<file path="config.mk">
export PLATFORM = sky130hd
export DESIGN_NAME = md_pad6_responder
export DESIGN_NICKNAME = d
export VERILOG_FILES = /design/src/rtl/md_pad_pkg.sv /design/src/rtl/md_pad_th_timer.sv /design/src/rtl/md_pad6_responder.sv
export SDC_FILE = /design/constraint.sdc
export NUM_CORES = 1
export LEC_CHECK = 0
export BUFFER_PORTS_ARGS = -buffer_cell sky130_fd_sc_hd__buf_4
export CAP_MARGIN = 20
export CORE_MARGIN = 2
export CORE_UTILIZATION = 53
export CTS_CLUSTER_SIZE = 8
export DETAILED_ROUTE_END_ITERATION = 6
export GPL_ROUTABILITY_DRIVEN = 0
export PLACE_DENSITY = 0.81
export SYNTH_ARGS = -nofsm -noshare
export SYNTH_HDL_FRONTEND = slang
export SYNTH_SLANG_ARGS = --single-unit
</file>
<file path="constraint.sdc">
create_clock -name MCLK -period 4.1 [get_ports MCLK]
set_input_delay 0.41 -clock MCLK [delete_from_list [all_inputs] [get_ports MCLK]]
set_output_delay 0.41 -clock MCLK [all_outputs]
set_load 0.02 [all_outputs]
</file>
<file path="src/rtl/md_pad_pkg.sv">
// rtl/md_pad_pkg.sv - shared constants for the 6-button pad responder
package md_pad_pkg;

    localparam int BTN_UP    = 0;
    localparam int BTN_DOWN  = 1;
    localparam int BTN_LEFT  = 2;
    localparam int BTN_RIGHT = 3;
    localparam int BTN_A     = 4;
    localparam int BTN_B     = 5;
    localparam int BTN_C     = 6;
    localparam int BTN_START = 7;
    localparam int BTN_X     = 8;
    localparam int BTN_Y     = 9;
    localparam int BTN_Z     = 10;
    localparam int BTN_MODE  = 11;

    localparam logic [2:0] PH_IDLE    = 3'd0;
    localparam logic [2:0] PH_ID      = 3'd3;
    localparam logic [2:0] PH_EXT_END = 3'd4;

    localparam int TIMEOUT_DEFAULT = 80000;
    localparam int TW_DEFAULT      = 17;

    // A fall after the extended-end phase starts a new read cycle at phase 1.
    function automatic logic [2:0] ph_advance(input logic [2:0] ph);
        return (ph == PH_EXT_END) ? 3'd1 : ph + 3'd1;
    endfunction

endpackage

</file>
<file path="src/rtl/md_pad_th_timer.sv">
// rtl/md_pad_th_timer.sv - TH edge detection and inactivity timer
module md_pad_th_timer #(
    parameter int TIMEOUT = 80000,
    parameter int TW      = 17
) (
    input  logic i_clk,
    input  logic i_reset,
    input  logic i_th,
    output logic o_fall,
    output logic o_edge,
    output logic o_at_limit,
    output logic o_expire
);

    localparam logic [TW-1:0] LIMIT = TW'(TIMEOUT - 1);

    logic          r_th_q;
    logic [TW-1:0] r_tmr;

    assign o_fall     = r_th_q & ~i_th;
    assign o_edge     = r_th_q ^ i_th;
    assign o_at_limit = (r_tmr == LIMIT);
    assign o_expire   = o_at_limit & ~o_edge;

    always_ff @(posedge i_clk) begin
        if (i_reset) begin
            r_th_q <= 1'b1;
            r_tmr  <= '0;
        end else begin
            r_th_q <= i_th;
            if (o_edge)
                r_tmr <= '0;
            else if (!o_at_limit)
                r_tmr <= r_tmr + TW'(1);
        end
    end

endmodule

</file>
<file path="src/rtl/md_pad6_responder.sv">
// rtl/md_pad6_responder.sv - 6-button pad responder; PAD_SMS_MODE_EN adds SMS 2-button mode
module md_pad6_responder
    import md_pad_pkg::*;
#(
    parameter int TIMEOUT = TIMEOUT_DEFAULT,
    parameter int TW      = TW_DEFAULT
) (
    input  logic        MCLK,
    input  logic        RESET,
    input  logic        TH_i,
    input  logic [11:0] BTN,
    input  logic        MODE3,
`ifdef PAD_SMS_MODE_EN
    input  logic        SMS_MODE,
`endif
    output logic [6:0]  PAD_o,
    output logic [6:0]  PAD_d
);

    logic       w_fall;
    logic       w_edge;
    logic       w_at_limit;
    logic       w_expire;
    logic       w_sms;
    logic       w_th_sel;
    logic [2:0] w_cnt_base;
    logic [2:0] w_cnt_next;
    logic [5:0] w_levels;
    logic [2:0] r_cnt;

`ifdef PAD_SMS_MODE_EN
    assign w_sms = SMS_MODE;
`else
    assign w_sms = 1'b0;
`endif

    md_pad_th_timer #(
        .TIMEOUT (TIMEOUT),
        .TW      (TW)
    ) u_th_timer (
        .i_clk      (MCLK),
        .i_reset    (RESET),
        .i_th       (TH_i),
        .o_fall     (w_fall),
        .o_edge     (w_edge),
        .o_at_limit (w_at_limit),
        .o_expire   (w_expire)
    );

    // A stale sequence counts as idle even when an edge lands on the timeout cycle.
    assign w_cnt_base = (w_expire | (w_edge & w_at_limit)) ? PH_IDLE : r_cnt;

    always_comb begin
        w_cnt_next = w_cnt_base;
        if (w_sms)
            w_cnt_next = PH_IDLE;
        else if (w_fall)
            w_cnt_next = MODE3 ? 3'd1 : ph_advance(w_cnt_base);
    end

    assign w_th_sel = TH_i | w_sms;

    always_comb begin
        w_levels = 6'h3F;
        if (w_th_sel) begin
            if (w_cnt_next == PH_ID)
                w_levels = ~{BTN[BTN_C], BTN[BTN_B], BTN[BTN_MODE],
                             BTN[BTN_X], BTN[BTN_Y], BTN[BTN_Z]};
            else
                w_levels = ~{BTN[BTN_C], BTN[BTN_B], BTN[BTN_RIGHT],
                             BTN[BTN_LEFT], BTN[BTN_DOWN], BTN[BTN_UP]};
        end else begin
            w_levels[5:4] = ~{BTN[BTN_START], BTN[BTN_A]};
            case (w_cnt_next)
                PH_ID:      w_levels[3:0] = 4'h0;
                PH_EXT_END: w_levels[3:0] = 4'hF;
                default:    w_levels[3:0] = {2'b00, ~BTN[BTN_DOWN], ~BTN[BTN_UP]};
            endcase
        end
    end

    always_ff @(posedge MCLK) begin
        if (RESET) begin
            r_cnt <= PH_IDLE;
            PAD_o <= 7'h7F;
        end else begin
            r_cnt <= w_cnt_next;
            PAD_o <= {1'b1, w_levels};
        end
    end

    assign PAD_d = 7'h3F;

endmodule

</file>
Word-level counts from Yosys, hierarchy flattened
Cells that the tools add are included.
{ "totals": {"ff_bits": 28, "latch_bits": 0, "ram_bits": 0, "romBits": 0, "inputBits": 16, "output_inout_bits": 14, "elab_cells": 31, "memories": 0} }
{ "op_classes": {"n_addsub": 2, "multipliers": 0, "div_mod_pow": 0, "n_lt_le_gt_ge": 0, "eq_ne": 4, "n_shift": 0, "n_mux": 7, "bitwise_logic": 12, "n_reduce_logical": 1} }
{ "ops": {"columns": ["cell", "count"], "rows": [
  ["adder 17 x 1 -> 17 bit, second input constant", 1],
  ["== test 17 bit, second input constant", 1],
  ["two-way mux 3 bit", 4],
  ["two-way mux 6 bit", 2],
  ["NOT 6 bit", 2],
  ["one-hot mux 4 bit (2 select lines)", 1],
  ["== test 3 bit, second input constant", 2],
  ["NOT 1 bit", 4],
  ["adder 3 x 1 -> 3 bit, second input constant", 1],
  ["AND 1 bit", 3],
  ["== test 3 x 2 -> 1 bit, second input constant", 1],
  ["NOT 2 bit", 1],
  ["OR reduction 2 bit", 1],
  ["bitwise OR 1 bit", 1],
  ["bitwise XOR 1 bit", 1]
]} }

Logic depth before layout (Yosys ltp)
{ "depth": {"word_depth": 12, "depth_mapped": 13} }

Hierarchy
A second synthesis with hierarchy kept.
{ "unflattened": {"cells_unflattened": 169, "area_unflattened_um2": 1490.2} }
{ "by_module_without_submodules": {"columns": ["module", "n_inst", "cells_each", "area_each_um2", "seq_area_each_um2"], "rows": [
  ["md_pad_th_timer", 1, 101, 857.1, 360.3],
  ["md_pad6_responder", 1, 68, 633.1, 180.2]
]} }

Worst setup path before layout
No wires, ideal clock.
{ "synth_timing": {"path_kind": "register to register", "from": "register u_th_timer.r_tmr[6]", "to": "register PAD_o[2]", "setup_ps": 106, "arrival_time_ps": 3155, "path_slack_ps": 839, "path_stages_with_launch": 11, "n_path_buf": 0, "period_less_slack_ps": 3261, "path_cell_list": "dfxtp_1 -> or4b_4 -> nor4_4 -> nand2_2 -> and2_1 -> ha_1 -> and3_1 -> o2bb2ai_1 -> or4_4 -> or4_1 -> o311ai_0"} }
{ "synth_via": {"elab_chain_cells": 11, "word_cells_on_any_way": 15} }
{ "synth_rtl": {"columns": ["item", "line_no", "rtl"], "rows": [
  ["start, declared", "md_pad_th_timer.sv:18", "logic [TW-1:0] r_tmr;"],
  ["start signal, assigned", "md_pad_th_timer.sv:34", "r_tmr <= r_tmr + TW'(1);"],
  ["== test 17 bit (*)", "md_pad_th_timer.sv:22", "assign o_at_limit = (r_tmr == LIMIT);"],
  ["AND 1 bit (on tied branches)", "md_pad_th_timer.sv:23, md_pad6_responder.sv:51", null],
  ["bitwise OR 1 bit (*)", "md_pad6_responder.sv:51", "assign w_cnt_base = (w_expire | (w_edge & w_at_limit)) ? PH_IDLE : r_cnt;"],
  ["two-way mux 3 bit (*)", "md_pad6_responder.sv:51", null],
  ["adder 3 x 1 -> 3 bit or == test 3 bit (tied branches)", "md_pad_pkg.sv:26", "return (ph == PH_EXT_END) ? 3'd1 : ph + 3'd1;"],
  ["two-way mux 3 bit", "md_pad_pkg.sv:26", null],
  ["two-way mux 3 bit", "md_pad6_responder.sv:58", "w_cnt_next = MODE3 ? 3'd1 : ph_advance(w_cnt_base);"],
  ["two-way mux 3 bit (*)", "md_pad6_responder.sv:57", "else if (w_fall)"],
  ["== test 3 bit or == test 3 x 2 -> 1 bit (tied branches)", "md_pad6_responder.sv:74, md_pad6_responder.sv:66", null],
  ["one-hot mux 4 bit (2 select lines) or two-way mux 6 bit (tied branches)", "md_pad6_responder.sv:74, md_pad6_responder.sv:66", null],
  ["two-way mux 6 bit (*)", "md_pad6_responder.sv:65", "if (w_th_sel) begin"],
  ["end signal, assigned", "md_pad6_responder.sv:88", "PAD_o <= {1'b1, w_levels};"],
  ["end, declared", "md_pad6_responder.sv:16", "output logic [6:0] PAD_o,"]
]} }
Every way passes the cells marked *; elsewhere a longest branch is shown, timed or not.
A chain may end at the register's enable or synchronous reset.

Final worst setup path
Same ends and word-level chain as after synthesis.

==> summary.txt <==
Critical path
  • CP max stage cell: or4_4
  • Worst r2r dst: PAD_o[2]$_SDFF_PP1_
  • Critical Path, Cell by Cell: or4b_4, nor4_4, nand2_2, and2_1, inv_1, ha_1, nor3_1, o21ai_0, a21oi_2, or4_4, or4_1, o311ai_0
  • CP Max Fanout: 8
  • Critical Path Start: u_th_timer.r_tmr[6]$_SDFFE_PP0P_
  • CP max stage delay: approximately 0.58 ns
  • CP Class: register to register
  • Worst Path Required: about 4.3 ns
  • R2R cell count: 12
  • CP startpoint kind: register
  • Worst EP arrival: approximately 3.8 ns
  • Critical Path Sink Type: register
  • Reg2Reg Launch Point: u_th_timer.r_tmr[6]$_SDFFE_PP0P_
  • Reg2Reg Setup Slack: 0.49 ns

Floorplanning
  • Rows: 18
  • DIE WIDTH: about 55 microns
  • Initial Utilization: 55.6%
  • Chip height: 54.8 microns
  • Ports: 30
  • Die area: about 0.003 sq mm
  • Core area: around 0.0025 sq mm

Power
  • Psw: around 110 uW
  • Leakage Power: just over 0.6 nW
  • Sw Ratio: roughly 25%
  • Peak supply drop: about 320 uV
  • P_int: between 300 and 400 uW
  • Seq pwr share: 61.4%
  • Comb power frac: a little over an eighth
  • Pwr Density: roughly 290 mW/mm^2
  • Clock network power share: roughly a quarter

Outcome
  • Status: finished, final reports clean

Placement
  • Dpl cell area: approximately 0.0015 sq mm
  • I/O Buffers: 21
  • DPL Wire Length: approximately 2000 microns

Timing
  • Fin crit share: 87.9%
  • Worst-Margin Slew: 0.644 ns
  • Post-Route Skew: 0.00185 ns
  • Final setup fails: 0
  • RSZ-0062 raised after global routing: no
  • Peak Freq: roughly 280 MHz
  • Fin crit period: around 3.6 ns
  • Setup tns final: 0 ns
  • Max-slew violations: 0
  • Final hold vios: 0
  • Worst slew margin: 57.0%

GRT
  • Largest net degree at the start of global routing: 18
  • Antenna violations before repair: 0
  • GRT overflow: 0
  • Global-route wire length before repair: around 4300 microns
  • Gr usage total: between 15 and 20%
  • Vias in the first global route: ~1,000

Synth
  • Yosys top cell by area: dfxtp_1
  • Post-synthesis sequential area ratio: around 40%
  • Synth area leaders: dfxtp_1, nor2_1, xor2_1
  • Seq cells post-synth: 27
  • Primary FF master, synth: dfxtp_1
  • Synth top cells by count: dfxtp_1, nor2_1, nand2_1, buf_4, xor2_1
  • Synth Area per Inst: approximately 8.8 sq um
  • Synth Warn #: 0
  • Top-count cell post-synth: dfxtp_1
  • EDFF count, synth: 0
  • Cells after synthesis: 156
  • Post-Syn Area: 0.00137 sq mm
  • Area fraction of the dominant cell type after synthesis: between 30% and 40%
  • Fraction of registers with async set/reset: 0%
  • Netlist cell types: between 40 and 50

Clocking
  • Worst-Skew Late Latency: 0.32 ns
  • Total CTS buffers: 3
  • Worst-path clk slew: ~0.14 ns
  • Root buf cell: clkbuf_4
  • Cts hold-fix bufs: 0
  • H-tree depth: 1
  • Clock Sinks: 27
  • TritonCTS clock tree: built
  • Postcts setup bufs: 0
  • Max Buffers Root-to-Sink: 2
  • # resized after CTS: 0

Layout
  • Synth-to-Final Area Change: 13.3%
  • Fraction of layout cells with a size suffix above 1: 22.0%
  • Fin area: about 0.0015 sq mm
  • Final net count: ~200
  • Antenna diodes: 0
  • Fill cells: 210

Worst hold path
  • Worst Hold End: r_cnt[0]$_SDFF_PP0_
  • Worst Hold Launch: RESET
  • Min-Delay Path Depth: 2
  • Worst hold path class: primary input to register

Route
  • DRT iter0 DRCs: 15
  • Final ANT Viol Nets: 0
  • DRC Markers: 0
  • Drt pass-1 iters: 4
  • Final WL: 2500 microns
  • Vias per cell: 5.35
  • Total number of vias: approximately 1,100
  • WL/cell: 12.1 microns

Flow run
  • Maxcap violations: 0
layer usage:
layer / part of all wire [%] / track usage, % / vias up
met5: 0 / 0 / -
met1: 43 / 21.8 / 512
met2: 52 / 36.1 / 26
met3: 4.7 / 6.56 / 0
met4: 0 / 3.33 / 0
li1: - / - / 569
power groups by stage:
stage,Sequential [mW],Clock [mW],Combinational (mW)
final,0.272,0.113,0.0581
after global routing,0.274,0.128,0.0647
after CTS,0.273,0.118,0.0585
after detailed placement,0.278,0,0.0584
after global placement,0.278,0,0.0563
after floorplan,0.283,0,0.0359
worst max-delay path by stage:
stage / cells after the start / slack, ns / end
floorplan: 10 / 0.84 / PAD_o[2]$_SDFF_PP1_
global placement: 10 / 0.69 / PAD_o[2]$_SDFF_PP1_
detailed placement: 12 / 0.53 / PAD_o[2]$_SDFF_PP1_
CTS: 12 / 0.49 / PAD_o[2]$_SDFF_PP1_
global route: 12 / 0.16 / PAD_o[2]$_SDFF_PP1_
finish: 12 / 0.49 / PAD_o[2]$_SDFF_PP1_
logic make-up (layout without fill, tap and decap cells):
kind of cell / Yosys count / in the layout / share of synthesized area (%)
compound gates: 17 / 17 / 8.71
xor+xnor: 14 / 14 / 8.98
fa+ha+maj: 4 / 4 / 3.67
buf+inv: 16 / 31 / 6.60
flops: 27 / 27 / 39.6
mux: 2 / 2 / 1.47
other cells: 2 / 8 / 0.550
simple gates: 74 / 74 / 30.4
per-stage QoR:
stage          hold WS (ns)  std cells  power (mW)  utilization (%)  worst slack, ns
4_1_cts               0.260        207       0.449             63.0            0.490
3_5_place_dp          0.472        203       0.337             61.9            0.528
3_3_place_gp          0.465        203       0.335             61.9            0.689
6_report              0.272        207       0.443             63.0            0.495
2_1_floorplan         0.453        162       0.319                -            0.839
5_1_grt               0.256        207       0.466             63.0            0.158
sequential cells by signal, indices dropped and copies added, names as in the netlist:
| name | cells |
|---|---|
| r_cnt | 3 |
| PAD_o | 6 |
| u_th_timer.r_th_q | 1 |
| u_th_timer.r_tmr | 17 |
cell type report:
| class | count | area [sq um] | share of cell area [%] |
|---|---|---|---|
| clock buffers | 3 | 22.5 | 1.46 |
| clock inverters | 1 | 5.00 | 0.324 |
| inverters | 5 | 18.8 | 1.21 |
| multi-input cells | 119 | 757 | 48.9 |
| flip-flops and latches | 27 | 541 | 35.0 |
| well taps | 30 | 37.5 | 2.43 |
| repair buffers | 22 | 165 | 10.7 |
cells in the final DEF (no fill, tap or decap), types with 5 or more instances in the layout:
cell     count
xor2_1       8
nand4_1      6
inv_1        5
dfxtp_1     27
conb_1       8
xnor2_1      6
buf_4       22
or2_2        5
nor2_1      21
nand2_1     11
critical path: cells and delay by family, from the launching register on:
kind                     cells  cell delay, ns
AND/OR/NAND/NOR              7            2.50
flip-flops                   1            0.44
AO/OA/AOI/OAI                3            0.38
adder cells (fa/ha/maj)      1            0.14
buffers and inverters        1            0.06
(Power assumes the default switching activity.)
